**config.mk**
```make
export PLATFORM = sky130hd
export DESIGN_NAME = uart_tx_fifo
export DESIGN_NICKNAME = d
export VERILOG_FILES = /design/src/rtl/uart_pkg.sv /design/src/rtl/uart_fifo.sv /design/src/rtl/uart_tx_fifo.sv
export SDC_FILE = /design/constraint.sdc
export NUM_CORES = 1
export LEC_CHECK = 0
export ABC_AREA = 1
export BUFFER_PORTS_ARGS = -buffer_cell sky130_fd_sc_hd__buf_4
export CAP_MARGIN = 20
export CORE_ASPECT_RATIO = 1.2
export CORE_MARGIN = 3
export CORE_UTILIZATION = 50
export DETAILED_ROUTE_END_ITERATION = 16
export PLACE_DENSITY = 0.71
export SYNTH_ARGS = -nofsm -noshare
export SYNTH_HDL_FRONTEND = slang
export SYNTH_HIERARCHICAL = 1
export SYNTH_SLANG_ARGS = --single-unit
```
**constraint.sdc**
```tcl
create_clock -name clk -period 6.14 [get_ports clk]
set_input_delay 0.307 -clock clk [delete_from_list [all_inputs] [get_ports clk]]
set_output_delay 0.307 -clock clk [all_outputs]
set_load 0.02 [all_outputs]
```
**src/rtl/uart_pkg.sv**
```systemverilog
// Shared types and constants for the UART transmit path.
package uart_pkg;

  typedef enum logic [1:0] {IDLE, START, DATA, STOP} uart_state_t;

  localparam int          DATA_BITS        = 8;
  localparam logic [31:0] MIN_DIV          = 32'd2;
  localparam logic [31:0] UART_DEFAULT_DIV = 32'd106;

  // A divisor of 0 or 1 cannot produce a distinct bit period; floor it.
  function automatic logic [31:0] clamp_div(input logic [31:0] d);
    return (d < MIN_DIV) ? MIN_DIV : d;
  endfunction

endpackage

```
**src/rtl/uart_fifo.sv**
```systemverilog
// Synchronous FIFO with occupancy count; a push while full is refused even if a pop happens the same cycle.
module uart_fifo #(
  parameter int DEPTH = 8,
  parameter int WIDTH = 8
) (
  input  logic                   clk,
  input  logic                   reset,
  input  logic                   push,
  input  logic [WIDTH-1:0]       push_data,
  input  logic                   pop,
  output logic [WIDTH-1:0]       pop_data,
  output logic                   full,
  output logic                   empty,
  output logic [$clog2(DEPTH):0] level
);

  localparam int AW = $clog2(DEPTH);

  logic [WIDTH-1:0] mem [DEPTH];
  logic [AW-1:0]    wr_ptr, rd_ptr;
  logic             do_push, do_pop;

  assign full     = (level == (AW+1)'(DEPTH));
  assign empty    = (level == '0);
  assign do_push  = push & ~full;
  assign do_pop   = pop & ~empty;
  assign pop_data = mem[rd_ptr];

  always_ff @(posedge clk) begin
    if (reset) begin
      wr_ptr <= '0;
      rd_ptr <= '0;
      level  <= '0;
    end else begin
      // DEPTH is a power of two, so pointers wrap by plain overflow.
      if (do_push) wr_ptr <= wr_ptr + AW'(1);
      if (do_pop)  rd_ptr <= rd_ptr + AW'(1);
      case ({do_push, do_pop})
        2'b10:   level <= level + (AW+1)'(1);
        2'b01:   level <= level - (AW+1)'(1);
        default: level <= level;
      endcase
    end
  end

  always_ff @(posedge clk) begin
    if (do_push) mem[wr_ptr] <= push_data;
  end

endmodule

```
**src/rtl/uart_tx_fifo.sv**
```systemverilog
// 8N1 UART transmitter fed by a byte FIFO, with a runtime-programmable baud divisor.
module uart_tx_fifo
  import uart_pkg::*;
#(
  parameter int          DEPTH       = 8,
  parameter int unsigned DEFAULT_DIV = UART_DEFAULT_DIV
) (
  input  logic                   clk,
  input  logic                   reset,
  input  logic                   div_we,
  input  logic [31:0]            div_di,
  output logic [31:0]            div_do,
  input  logic [7:0]             tx_data,
  input  logic                   tx_valid,
  output logic                   tx_ready,
  output logic                   ser_tx,
  output logic                   busy,
  output logic [$clog2(DEPTH):0] level
);

  uart_state_t state, state_d;
  logic [31:0] div_q;
  logic [31:0] frame_div, fdiv_d;
  logic [31:0] cyc_cnt, cyc_d;
  logic [2:0]  bit_cnt, bit_d;
  logic [7:0]  shreg, sh_d;
  logic        ser_q, ser_d;
  logic        load, bit_end;
  logic        fifo_pop, fifo_full, fifo_empty;
  logic [7:0]  fifo_data;

  uart_fifo #(.DEPTH(DEPTH), .WIDTH(8)) u_fifo (
    .clk       (clk),
    .reset     (reset),
    .push      (tx_valid),
    .push_data (tx_data),
    .pop       (fifo_pop),
    .pop_data  (fifo_data),
    .full      (fifo_full),
    .empty     (fifo_empty),
    .level     (level)
  );

  assign div_do   = div_q;
  assign tx_ready = ~fifo_full;
  assign ser_tx   = ser_q;
  assign busy     = (state != IDLE) | ~fifo_empty;

  always_ff @(posedge clk) begin
    if (reset)       div_q <= 32'(DEFAULT_DIV);
    else if (div_we) div_q <= clamp_div(div_di);
  end

  always_ff @(posedge clk) begin
    if (reset) begin
      state     <= IDLE;
      frame_div <= 32'(DEFAULT_DIV);
      cyc_cnt   <= '0;
      bit_cnt   <= '0;
      shreg     <= '0;
      ser_q     <= 1'b1;
    end else begin
      state     <= state_d;
      frame_div <= fdiv_d;
      cyc_cnt   <= cyc_d;
      bit_cnt   <= bit_d;
      shreg     <= sh_d;
      ser_q     <= ser_d;
    end
  end

  // Each line level is the registered ser_q, so the next level is decided
  // one cycle ahead at the end of the current bit period.
  always_comb begin
    state_d  = state;
    fdiv_d   = frame_div;
    cyc_d    = cyc_cnt;
    bit_d    = bit_cnt;
    sh_d     = shreg;
    ser_d    = ser_q;
    load     = 1'b0;
    fifo_pop = 1'b0;
    bit_end  = (cyc_cnt == frame_div - 32'd1);

    case (state)
      IDLE: load = ~fifo_empty;
      START: begin
        if (bit_end) begin
          state_d = DATA;
          cyc_d   = '0;
          bit_d   = '0;
          ser_d   = shreg[0];
          sh_d    = shreg >> 1;
        end else begin
          cyc_d = cyc_cnt + 32'd1;
        end
      end
      DATA: begin
        if (bit_end) begin
          cyc_d = '0;
          if (bit_cnt == 3'(DATA_BITS - 1)) begin
            state_d = STOP;
            ser_d   = 1'b1;
          end else begin
            bit_d = bit_cnt + 3'd1;
            ser_d = shreg[0];
            sh_d  = shreg >> 1;
          end
        end else begin
          cyc_d = cyc_cnt + 32'd1;
        end
      end
      STOP: begin
        if (bit_end) begin
          cyc_d   = '0;
          state_d = IDLE;
          load    = ~fifo_empty;
        end else begin
          cyc_d = cyc_cnt + 32'd1;
        end
      end
      default: state_d = IDLE;
    endcase

    // Frame load: pop, drop the line for the start bit and freeze the divisor
    // so a mid-frame divisor write only affects later frames.
    if (load) begin
      fifo_pop = 1'b1;
      state_d  = START;
      cyc_d    = '0;
      bit_d    = '0;
      sh_d     = fifo_data;
      fdiv_d   = div_q;
      ser_d    = 1'b0;
    end
  end

endmodule

```
==> flow_metrics.py, run 1 <==
metrics = {
    "pwr": {
        "p_int_uw": 2810,
        "p_seq_frac": 0.344,
        "power.switching_uw": 2180,
        "vdd_drop_max_v": 0.000270,
        "p_sw_frac": 0.437,
        "pwr-share-comb": 0.439,
        "p_per_area_mw_per_mm2": 455,
        "power_frac_clock": 0.216,
        "p_leak_uw": 0.00468,
    },
    "status": {
        "run_status": "completed",
    },
    "clock_tree": {
        "clockBufferDepth": 2,
        "clk_latency_ns": 0.43,
        "cts_sinks": 187,
        "cts_inserted_buffers": 17,
        "hold_buffers": 0,
        "clkTransAtPathRegs_ns": 0.07,
        "post_cts_buffers": 0,
        "clockRootBuffer": "clkbuf_16",
        "ctsResizeCount": 0,
        "tritoncts": "built",
        "h-tree-depth": 4,
    },
    "detailed_routing": {
        "first_iter_violations": 474,
        "drc": 0,
        "wl_microns": 22600,
        "viasPerCell": 5.16,
        "wl_per_cell_microns": 14.1,
        "via_count": 8293,
        "drtPass1Iterations": 5,
        "antenna_left": 0,
    },
    "cells_and_area": {
        "final_cell_mix": "nand2_1, nor2_1, inv_1, dfxtp_1, o21ai_0",
        "drive_above_1_share": 0.116,
        "fill_cells": 1748,
        "nets": 1397,
        "mostFrequentLayoutCell": "nand2_1",
        "fin_area_sq_mm": 0.0110,
        "antenna_cells": 0,
        "syn_to_final_growth_pct": 13.4,
        "finish.utilization": 0.581,
    },
    "setup_path": {
        "crit_arrival_ns": 4.90,
        "critPathKind": "flip-flop to flip-flop",
        "critPathLaunchType": "flip-flop",
        "required_ns": 6.47,
        "path_max_fanout": 60,
        "endpoint_kind": "flip-flop",
    },
    "floorplanning": {
        "boundaryPins": 83,
        "std_cell_rows": 55,
        "coreArea_sq_mm": 0.0189,
        "dieArea_sq_mm": 0.0211,
        "die_x_microns": 133,
        "die_h_microns": 159,
        "start_util": 0.512,
    },
    "synthesis": {
        "synth_seq_cells": 187,
        "synthAdderAreaFrac": 0.0181,
        "synth.area.top_cells": "dfxtp_1, edfxtp_1, nand2_1",
        "syn_avg_cell_area_sq_um": 7.58,
        "syn_area_sq_mm": 0.00969,
        "yosysTopAreaCellShare": 0.254,
        "netlist_instances": 1278,
        "synth_seq_area_share": 0.452,
        "post-synth-top-area-cell": "dfxtp_1",
        "synthSimpleGateAreaFrac": 0.287,
        "ys_warn_count": 6,
        "synthArstFlopShare": 0,
        "synth_top_family_by_area": "simple AND/OR/NAND/NOR gates",
        "synth.mux.area_fraction": 0.00826,
        "ys_types": 41,
        "synth_edf_count": 64,
        "synth-main-ff-cell": "dfxtp_1",
        "synth_xor_xnor_area_share": 0.0488,
        "synth_fp_nets": 1336,
        "synth_compound_area_frac": 0.103,
    },
    "sta": {
        "rsz0062_at_grt": "false",
        "timing.final.crit_share": 0.746,
        "fin_crit_ns": 4.58,
        "worstMarginPinSlew_ns": 0.952,
        "max-slew-margin-rel": 0.365,
        "clock.fmax_ghz": 0.218,
        "finClkSkew_ns": 0.00973,
        "holdWs_ns": 0.102,
        "hold_violations": 0,
        "tns_ns": 0,
        "worst_slack_ns": 1.56,
        "setup_viol_count_final": 0,
        "maxSlewViolCount": 0,
    },
    "global_routing": {
        "grt_pass1_wl_microns": 37400,
        "grtUsageTotal": 0.221,
        "grt_overflow": 0,
        "first_global_vias": 7940,
        "antenna_found_initial": 0,
        "grt_max_degree": 67,
    },
    "placement": {
        "place_hpwl_microns": 17300,
        "preCtsSetupSlack_ns": 1.60,
        "gp_congestion": 0.921,
        "io_buffers": 82,
        "place_area_sq_mm": 0.0104,
    },
    "worst_hold_path": {
        "hold_class": "input pin to flip-flop",
    },
    "job": {
        "drv_cap": 0,
    },
}
==> cells in the mapped netlist, types with 4 or more instances <==
cell,count
xor2_1,27
nand3_1,58
nand4_1,36
buf_2,4
o211ai_1,6
nor2_1,214
nand2_2,7
mux2i_1,8
ha_1,14
dfxtp_1,123
buf_6,10
or2_2,4
nor4_1,5
nor2_4,5
nor2_2,13
nor3_1,15
inv_1,135
a21oi_1,63
edfxtp_1,64
nand2_1,263
xnor2_1,27
o21ai_1,19
inv_2,5
nand3b_1,12
o21ai_0,86
o22ai_1,9
clkbuf_1,22
buf_4,5
==> power groups by stage <==
stage          Combinational (uW)  Clock [uW]  Sequential, uW
2_1_floorplan                1740           0            1700
4_1_cts                      2170        1110            1720
3_3_place_gp                 2130           0            1750
6_report                     2200        1080            1720
5_1_grt                      2520        1150            1750
3_5_place_dp                 2150           0            1750
==> layout make-up <==
| cell class | count | area [sq um] | share of cell area |
|---|---|---|---|
| timing repair buffer | 85 | 658 | 0.0599 |
| clock buffer | 18 | 429 | 0.0390 |
| tap | 256 | 320 | 0.0291 |
| clock inverter | 14 | 154 | 0.0140 |
| multi-input combinational | 905 | 4510 | 0.410 |
| inverter | 143 | 537 | 0.0488 |
| sequential | 187 | 4380 | 0.399 |
==> layer usage <==
layer | GRT usage | up-vias | wire [microns]
met3 | 0.0411 | 43 | 691
met5 | 0 | - | 0
met1 | 0.234 | 3794 | 8980
met4 | 0.0902 | 0 | 775
li1 | - | 4290 | -
met2 | 0.430 | 166 | 12200
==> state kept, by name, summed over array words and instances, names as in the netlist, named ones only <==
signal         flops
u_fifo/wr_ptr      3
u_fifo/rd_ptr      3
ser_tx             1
u_fifo/mem        64
cyc_cnt           32
shreg              8
u_fifo/level       4
frame_div         32
bit_cnt            3
state              2
div_do            32
==> cells by family (layout without fill, tap and decap cells) <==
| group | after synthesis | count (layout) |
|---|---|---|
| compound gates | 190 | 190 |
| xor+xnor | 54 | 54 |
| buf+inv | 186 | 260 |
| flops | 187 | 187 |
| mux | 8 | 8 |
| fa+ha+maj | 14 | 14 |
| simple gates | 639 | 639 |
==> stage by stage <==
step | total power (uW) | instances
2_1_floorplan | 3440 | 1278
3_3_place_gp | 3880 | 1575
3_5_place_dp | 3900 | 1575
4_1_cts | 4990 | 1607
5_1_grt | 5420 | 1608
6_report | 5000 | 1608
==> worst paths after layout <==
path	from	to	slack (ns)	cells after the start
worst min-delay path	div_di[1]	div_do[1]	0.10	3
worst max-delay path	frame_div[0]	u_fifo/level[2]	1.56	27
worst max register to register	frame_div[0]	u_fifo/level[2]	1.56	27
worst min register to register	bit_cnt[1]	bit_cnt[1]	0.47	2
==> worst max-delay path, stage by stage, from the launching register on <==
cell and delay [ns]:
dfxtp_1 0.32, inv_1 0.11, ha_1 0.26, nand2_2 0.10, nor2_2 0.44, nand2_1 0.19
inv_2 0.11, nand3_1 0.11, nand2_1 0.08, nand3_1 0.06, nor2_1 0.12, nand2_1 0.07
nor2_1 0.11, nand3_1 0.14, nand2_4 0.15, nand2_4 0.31, inv_2 0.49, nand2_2 0.16
inv_1 0.12, ha_1 0.22, nand2_1 0.07, inv_1 0.07, nor2_1 0.05, ha_1 0.17
a21oi_1 0.14, xnor2_1 0.08, o21ai_0 0.14, inv_1 0.05
Note: power is estimated with default switching activity, not from simulation.
==> run 2: changes to the inputs <==
clock period = 4.34 ns   (was 6.14 ns; I/O delays follow)
==> flow_metrics.py, run 2 (synthesis results as in run 1) <==
metrics = {
    "worst_hold_path": {
        "hold_class": "input pin to flip-flop",
        "hp-start": "tx_data[4]",
        "min_to": "u_fifo/mem[2][4]",
        "min_path_cells": 1,
    },
    "floorplanning": {
        "std_cell_rows": 55,
        "dieArea_sq_mm": 0.0211,
        "start_util": 0.512,
        "boundaryPins": 83,
        "die_x_microns": 133,
        "coreArea_sq_mm": 0.0189,
        "die_h_microns": 159,
    },
    "cells_and_area": {
        "drive_above_1_share": 0.118,
        "final_cell_mix": "nand2_1, nor2_1, inv_1, dfxtp_1, buf_4",
        "antenna_cells": 0,
        "largest_reg_flops": 64,
        "mostFrequentLayoutCell": "nand2_1",
        "regMostFlops": "u_fifo/mem",
        "syn_to_final_growth_pct": 14.1,
        "nets": 1408,
    },
    "sta": {
        "rsz0062_at_grt": "false",
        "timing.final.crit_share": 0.846,
        "worstMarginPinSlew_ns": 0.958,
        "max-slew-margin-rel": 0.361,
        "maxSlewViolCount": 0,
        "setup_viol_count_final": 0,
        "tns_ns": 0,
        "fin_crit_ns": 3.67,
        "clock.fmax_ghz": 0.272,
        "finClkSkew_ns": 0.0119,
        "hold_violations": 0,
    },
    "setup_path": {
        "crit_arrival_ns": 4.00,
        "endpoint_kind": "flip-flop",
        "required_ns": 4.67,
        "r2r-end": "u_fifo/level[2]",
        "path_max_fanout": 9,
        "critPathKind": "flip-flop to flip-flop",
        "r2r_cells": 27,
        "rrSetupSlack_ns": 0.67,
        "reg2reg_from": "frame_div[0]",
        "critPathLaunchType": "flip-flop",
        "path_buf_inv": 6,
        "crit_family": "simple AND/OR/NAND/NOR gates",
        "cpMaxStageDelayCell": "dfxtp_1",
        "crit_path_max_incr_delay_ns": 0.32,
    },
    "clock_tree": {
        "tritoncts": "built",
        "clockRootBuffer": "clkbuf_16",
        "clkTransAtPathRegs_ns": 0.07,
        "h-tree-depth": 4,
        "clockBufferDepth": 2,
        "cts_sinks": 187,
        "cts_inserted_buffers": 17,
        "clk_latency_ns": 0.43,
        "post_cts_buffers": 0,
        "ctsResizeCount": 0,
    },
    "detailed_routing": {
        "wl_per_cell_microns": 14.1,
        "via_count": 8242,
        "viasPerCell": 5.09,
        "wl_microns": 22800,
        "first_iter_violations": 476,
        "antenna_left": 0,
        "drtPass1Iterations": 7,
        "drc": 0,
    },
    "pwr": {
        "vdd_drop_max_v": 0.000344,
        "p_total_uw": 7060,
        "p_per_area_mw_per_mm2": 639,
        "p_leak_uw": 0.00472,
    },
    "status": {
        "run_status": "completed",
    },
    "placement": {
        "gp_congestion": 0.961,
        "place_hpwl_microns": 17400,
        "io_buffers": 82,
    },
    "global_routing": {
        "grt_overflow": 0,
        "grt_max_degree": 65,
        "grtUsageTotal": 0.220,
        "antenna_found_initial": 0,
        "first_global_vias": 7723,
        "grt_pass1_wl_microns": 37400,
    },
    "job": {
        "drv_cap": 0,
    },
}
run 2: cell types whose count changed in the layout (fill, tap and decap cells not counted):
cell,previous run,this run
clkbuf_1,1,0
inv_6,4,5
clkinv_4,3,1
bufinv_16,1,0
buf_16,1,0
inv_8,3,5
dlygate4sd3_1,0,8
clkinv_2,0,1
buf_4,84,88
run 2: cell type report:
cell class                 instances  area, sq um
inverter                         143          537
fill                            1721         7870
clock buffer                      17          425
sequential                       187         4380
tap                              256          320
clock inverter                    15          143
multi-input combinational        905         4510
timing repair buffer              96          741
run 2: layer usage:
layer	vias to the layer above	part of all wire	global-route usage
met1	3708	0.40	0.240
met2	177	0.54	0.427
met4	0	0.033	0.0936
li1	4311	-	-
met5	-	0	0
met3	46	0.033	0.0316
run 2: worst max path at each step:
stage	start	endpoint	cells after the start
finish	frame_div[0]	u_fifo/level[2]	27
global route	frame_div[0]	u_fifo/level[2]	27
CTS	frame_div[0]	u_fifo/level[2]	27
detailed placement	frame_div[0]	u_fifo/level[2]	27
global placement	frame_div[0]	u_fifo/level[2]	28
floorplan	frame_div[0]	u_fifo/level[2]	29
run 2: power breakdown:
group / switching, uW / internal, uW
sequential: 323 / 2110
combinational: 2070 / 1060
clock: 737 / 765
total: 3130 / 3930
run 2: what timing repair did:
| item | CTS | global route |
|---|---|---|
| hold buffers | 8 | 0 |
| setup endpoints to repair | 0 | 0 |
| hold endpoints to repair | 48 | 0 |
run 2: per-stage QoR:
| stage | utilization | cell area [sq um] | setup slack [ns] | cells | hold slack, ns |
|---|---|---|---|---|---|
| finish | 0.584 | 11100 | 0.670 | 1619 | 0.0161 |
| global route | 0.584 | 11100 | 0.250 | 1619 | 0.0115 |
| CTS | 0.584 | 11100 | 0.679 | 1619 | 0.00617 |
| detailed placement | 0.550 | 10400 | 0.700 | 1579 | 0.451 |
| global placement | 0.550 | 10400 | 0.769 | 1579 | 0.451 |
| floorplan | - | 9690 | 1.07 | 1278 | 0.316 |
==> run 3: changes to the inputs <==
ABC_AREA = 0   (was 1)
clock period = 3.8 ns   (was 4.34 ns; I/O delays follow)
==> flow_metrics.py, run 3 <==
metrics = {
    "pwr": {
        "p_leak_uw": 0.00473,
        "vdd_drop_max_v": 0.000362,
        "p_total_uw": 6590,
        "p_per_area_mw_per_mm2": 559,
    },
    "synthesis": {
        "synth_seq_area_share": 0.475,
        "ys_warn_count": 6,
        "yosys-top-cells-count": "dfxtp_1, nor2_1, nand2_1",
        "synthAdderAreaFrac": 0.0190,
        "synth.area.top_cells": "dfxtp_1, edfxtp_1, mux2i_1",
        "netlist_instances": 878,
        "synth_xor_xnor_area_share": 0.0702,
        "synth.most_common_cell": "dfxtp_1",
        "synth_seq_cells": 187,
        "synth_fp_nets": 936,
        "synth.mux.area_fraction": 0.132,
        "synth_compound_area_frac": 0.0674,
        "yosysTopAreaCellShare": 0.267,
        "synth_top_family_by_area": "simple AND/OR/NAND/NOR gates",
        "synth-main-ff-cell": "dfxtp_1",
        "synthArstFlopShare": 0,
        "ys_types": 76,
        "synth_edf_count": 64,
        "post-synth-top-area-cell": "dfxtp_1",
        "synthSimpleGateAreaFrac": 0.199,
        "syn_area_sq_mm": 0.00923,
        "syn_avg_cell_area_sq_um": 10.5,
    },
    "clock_tree": {
        "clockBufferDepth": 2,
        "cts_inserted_buffers": 17,
        "h-tree-depth": 4,
        "cts_sinks": 187,
        "clk_latency_ns": 0.44,
        "clkTransAtPathRegs_ns": 0.08,
        "clockRootBuffer": "clkbuf_16",
        "tritoncts": "built",
    },
    "placement": {
        "place_hpwl_microns": 16700,
        "gp_congestion": 0.984,
        "io_buffers": 82,
        "place_area_sq_mm": 0.0106,
        "place_inst": 1223,
    },
    "setup_path": {
        "critPathLaunchType": "flip-flop",
        "crit_path_max_incr_delay_ns": 0.59,
        "crit_chain": "inv_2 -> ha_4 -> or4b_4 -> or4_4 -> nor4_4 -> xnor2_1 -> or4_4 -> nor3_4 -> and2_4 -> a31oi_4 -> inv_2 -> o41a_1 -> ha_2 -> xor2_1 -> ha_2 -> a21oi_2 -> xor2_1 -> or3_1 -> a21oi_1",
        "required_ns": 4.18,
        "cpMaxStageDelayCell": "or4_4",
        "critPathKind": "flip-flop to flip-flop",
        "crit_arrival_ns": 4.69,
        "path_max_fanout": 4,
        "endpoint_kind": "flip-flop",
    },
    "sta": {
        "setup_viol_count_final": 9,
        "tns_ns": -3.10,
        "finClkSkew_ns": 0.0105,
        "rsz0062_at_grt": "true",
        "holdWs_ns": 0.00914,
        "fin_crit_ns": 4.31,
        "worstMarginPinSlew_ns": 0.966,
        "hold_violations": 0,
        "max-slew-margin-rel": 0.354,
        "timing.final.crit_share": 1.13,
        "worst_slack_ns": -0.510,
        "maxSlewViolCount": 0,
        "clock.fmax_ghz": 0.232,
    },
    "cells_and_area": {
        "multi_input_area_sq_mm": 0.00465,
        "largest_reg_flops": 64,
        "fill_cells": 1297,
        "regArea_sq_mm": 0.00439,
        "mostFrequentLayoutCell": "buf_4",
        "final_cell_mix": "buf_4, dfxtp_1, nor2_1, nand2_1, mux2i_1",
        "fin_cells": 1302,
        "regMostFlops": "u_fifo/mem",
        "nets": 1127,
        "drive_above_1_share": 0.262,
        "syn_to_final_growth_pct": 27.7,
        "fin_area_sq_mm": 0.0118,
        "antenna_cells": 0,
    },
    "worst_hold_path": {
        "hold_class": "input pin to flip-flop",
    },
    "detailed_routing": {
        "wl_microns": 23500,
        "first_iter_violations": 478,
        "antenna_left": 0,
        "drc": 0,
        "via_count": 7400,
        "drtPass1Iterations": 5,
        "viasPerCell": 5.68,
        "wl_per_cell_microns": 18.1,
    },
    "global_routing": {
        "first_global_vias": 7276,
        "antenna_found_initial": 0,
        "grt_pass1_wl_microns": 38300,
        "grtUsageTotal": 0.243,
        "grt_overflow": 0,
        "grt_max_degree": 66,
    },
    "floorplanning": {
        "die_x_microns": 130,
        "boundaryPins": 83,
        "coreArea_sq_mm": 0.0178,
        "die_h_microns": 155,
        "std_cell_rows": 53,
        "dieArea_sq_mm": 0.0201,
        "start_util": 0.517,
    },
    "job": {
        "drv_cap": 0,
    },
    "status": {
        "run_status": "finished, violations left",
        "violations": "setup timing",
    },
}
[run 3: cell types whose count changed in the layout (fill, tap and decap cells not counted), sizes merged, moves of 17 or more]
cell | previous run | this run
nor2 | 232 | 111
nand2 | 272 | 81
a21oi | 64 | 16
inv | 150 | 24
nand4 | 36 | 14
nor4 | 5 | 22
nand3 | 60 | 30
dlygate4sd3 | 8 | 29
o21ai | 105 | 12
buf | 88 | 195
mux2i | 8 | 70
[run 3: logic make-up (layout without fill, tap and decap cells)]
group / count (synthesis) / in the layout
AND/OR/NAND/NOR: 363 / 363
flip-flops: 187 / 187
multiplexers: 95 / 95
AO/OA/AOI/OAI: 80 / 80
XOR/XNOR: 74 / 74
buffers and inverters: 65 / 269
adder cells (fa/ha/maj): 14 / 14
[run 3: metal layers]
| metal | part of all wire | up-vias | track usage | routed length [microns] |
|---|---|---|---|---|
| li1 | - | 3578 | - | - |
| met1 | 0.42 | 3539 | 0.313 | 9990 |
| met2 | 0.49 | 225 | 0.408 | 11600 |
| met3 | 0.043 | 58 | 0.0339 | 1020 |
| met4 | 0.041 | 0 | 0.100 | 960 |
| met5 | 0 | - | 0 | 0 |
[run 3: per-stage QoR]
stage | utilization | worst slack (ns)
finish | 0.661 | -0.510
global route | 0.661 | -0.684
detailed placement | 0.594 | -0.670
CTS | 0.658 | -0.458
floorplan | - | -0.857
global placement | 0.594 | -0.570
[run 3: critical path, delay by kind of cell (launching register included)]
| family | cells | cell delay (ns) |
|---|---|---|
| compound gates | 4 | 0.43 |
| xor+xnor | 3 | 0.45 |
| fa+ha+maj | 3 | 0.53 |
| buf+inv | 2 | 0.16 |
| flops | 1 | 0.34 |
| simple gates | 7 | 2.34 |
[run 3: timing repair]
action                                  in CTS  in global routing
endpoints found under the setup margin      45                 48
buffers inserted                            17                  1
cloned                                       0                  0
hold buffers                                29                  0
pin swaps                                    9                  2
gates resized for setup                     20                  8
endpoints found under the hold margin       85                  0
[run 3: area by class of cell]
type | instances | share of cell area
flip-flops and latches | 187 | 0.372
repair buffers | 224 | 0.152
multi-input cells | 626 | 0.395
well taps | 220 | 0.0234
clock buffers | 17 | 0.0361
clock inverters | 15 | 0.0177
inverters | 13 | 0.00414
[run 3: path summary, 6_finish.rpt]
path | from | to | slack, ns | depth (start not counted)
worst max-delay path | frame_div[0] | u_fifo/level[2] | -0.51 | 19
worst min-delay path | div_di[15] | div_do[15] | 0.009 | 3
worst max register to register | frame_div[0] | u_fifo/level[2] | -0.51 | 19
worst min register to register | frame_div[31] | frame_div[31] | 0.47 | 2
[run 3: power breakdown]
part           internal [uW]  switching, uW  leakage, uW  total, uW
logic                   1090           1250      0.00284       2340
clock network            925            950     0.000307       1870
registers               2240            133      0.00158       2380
total                   4250           2340      0.00473       6590
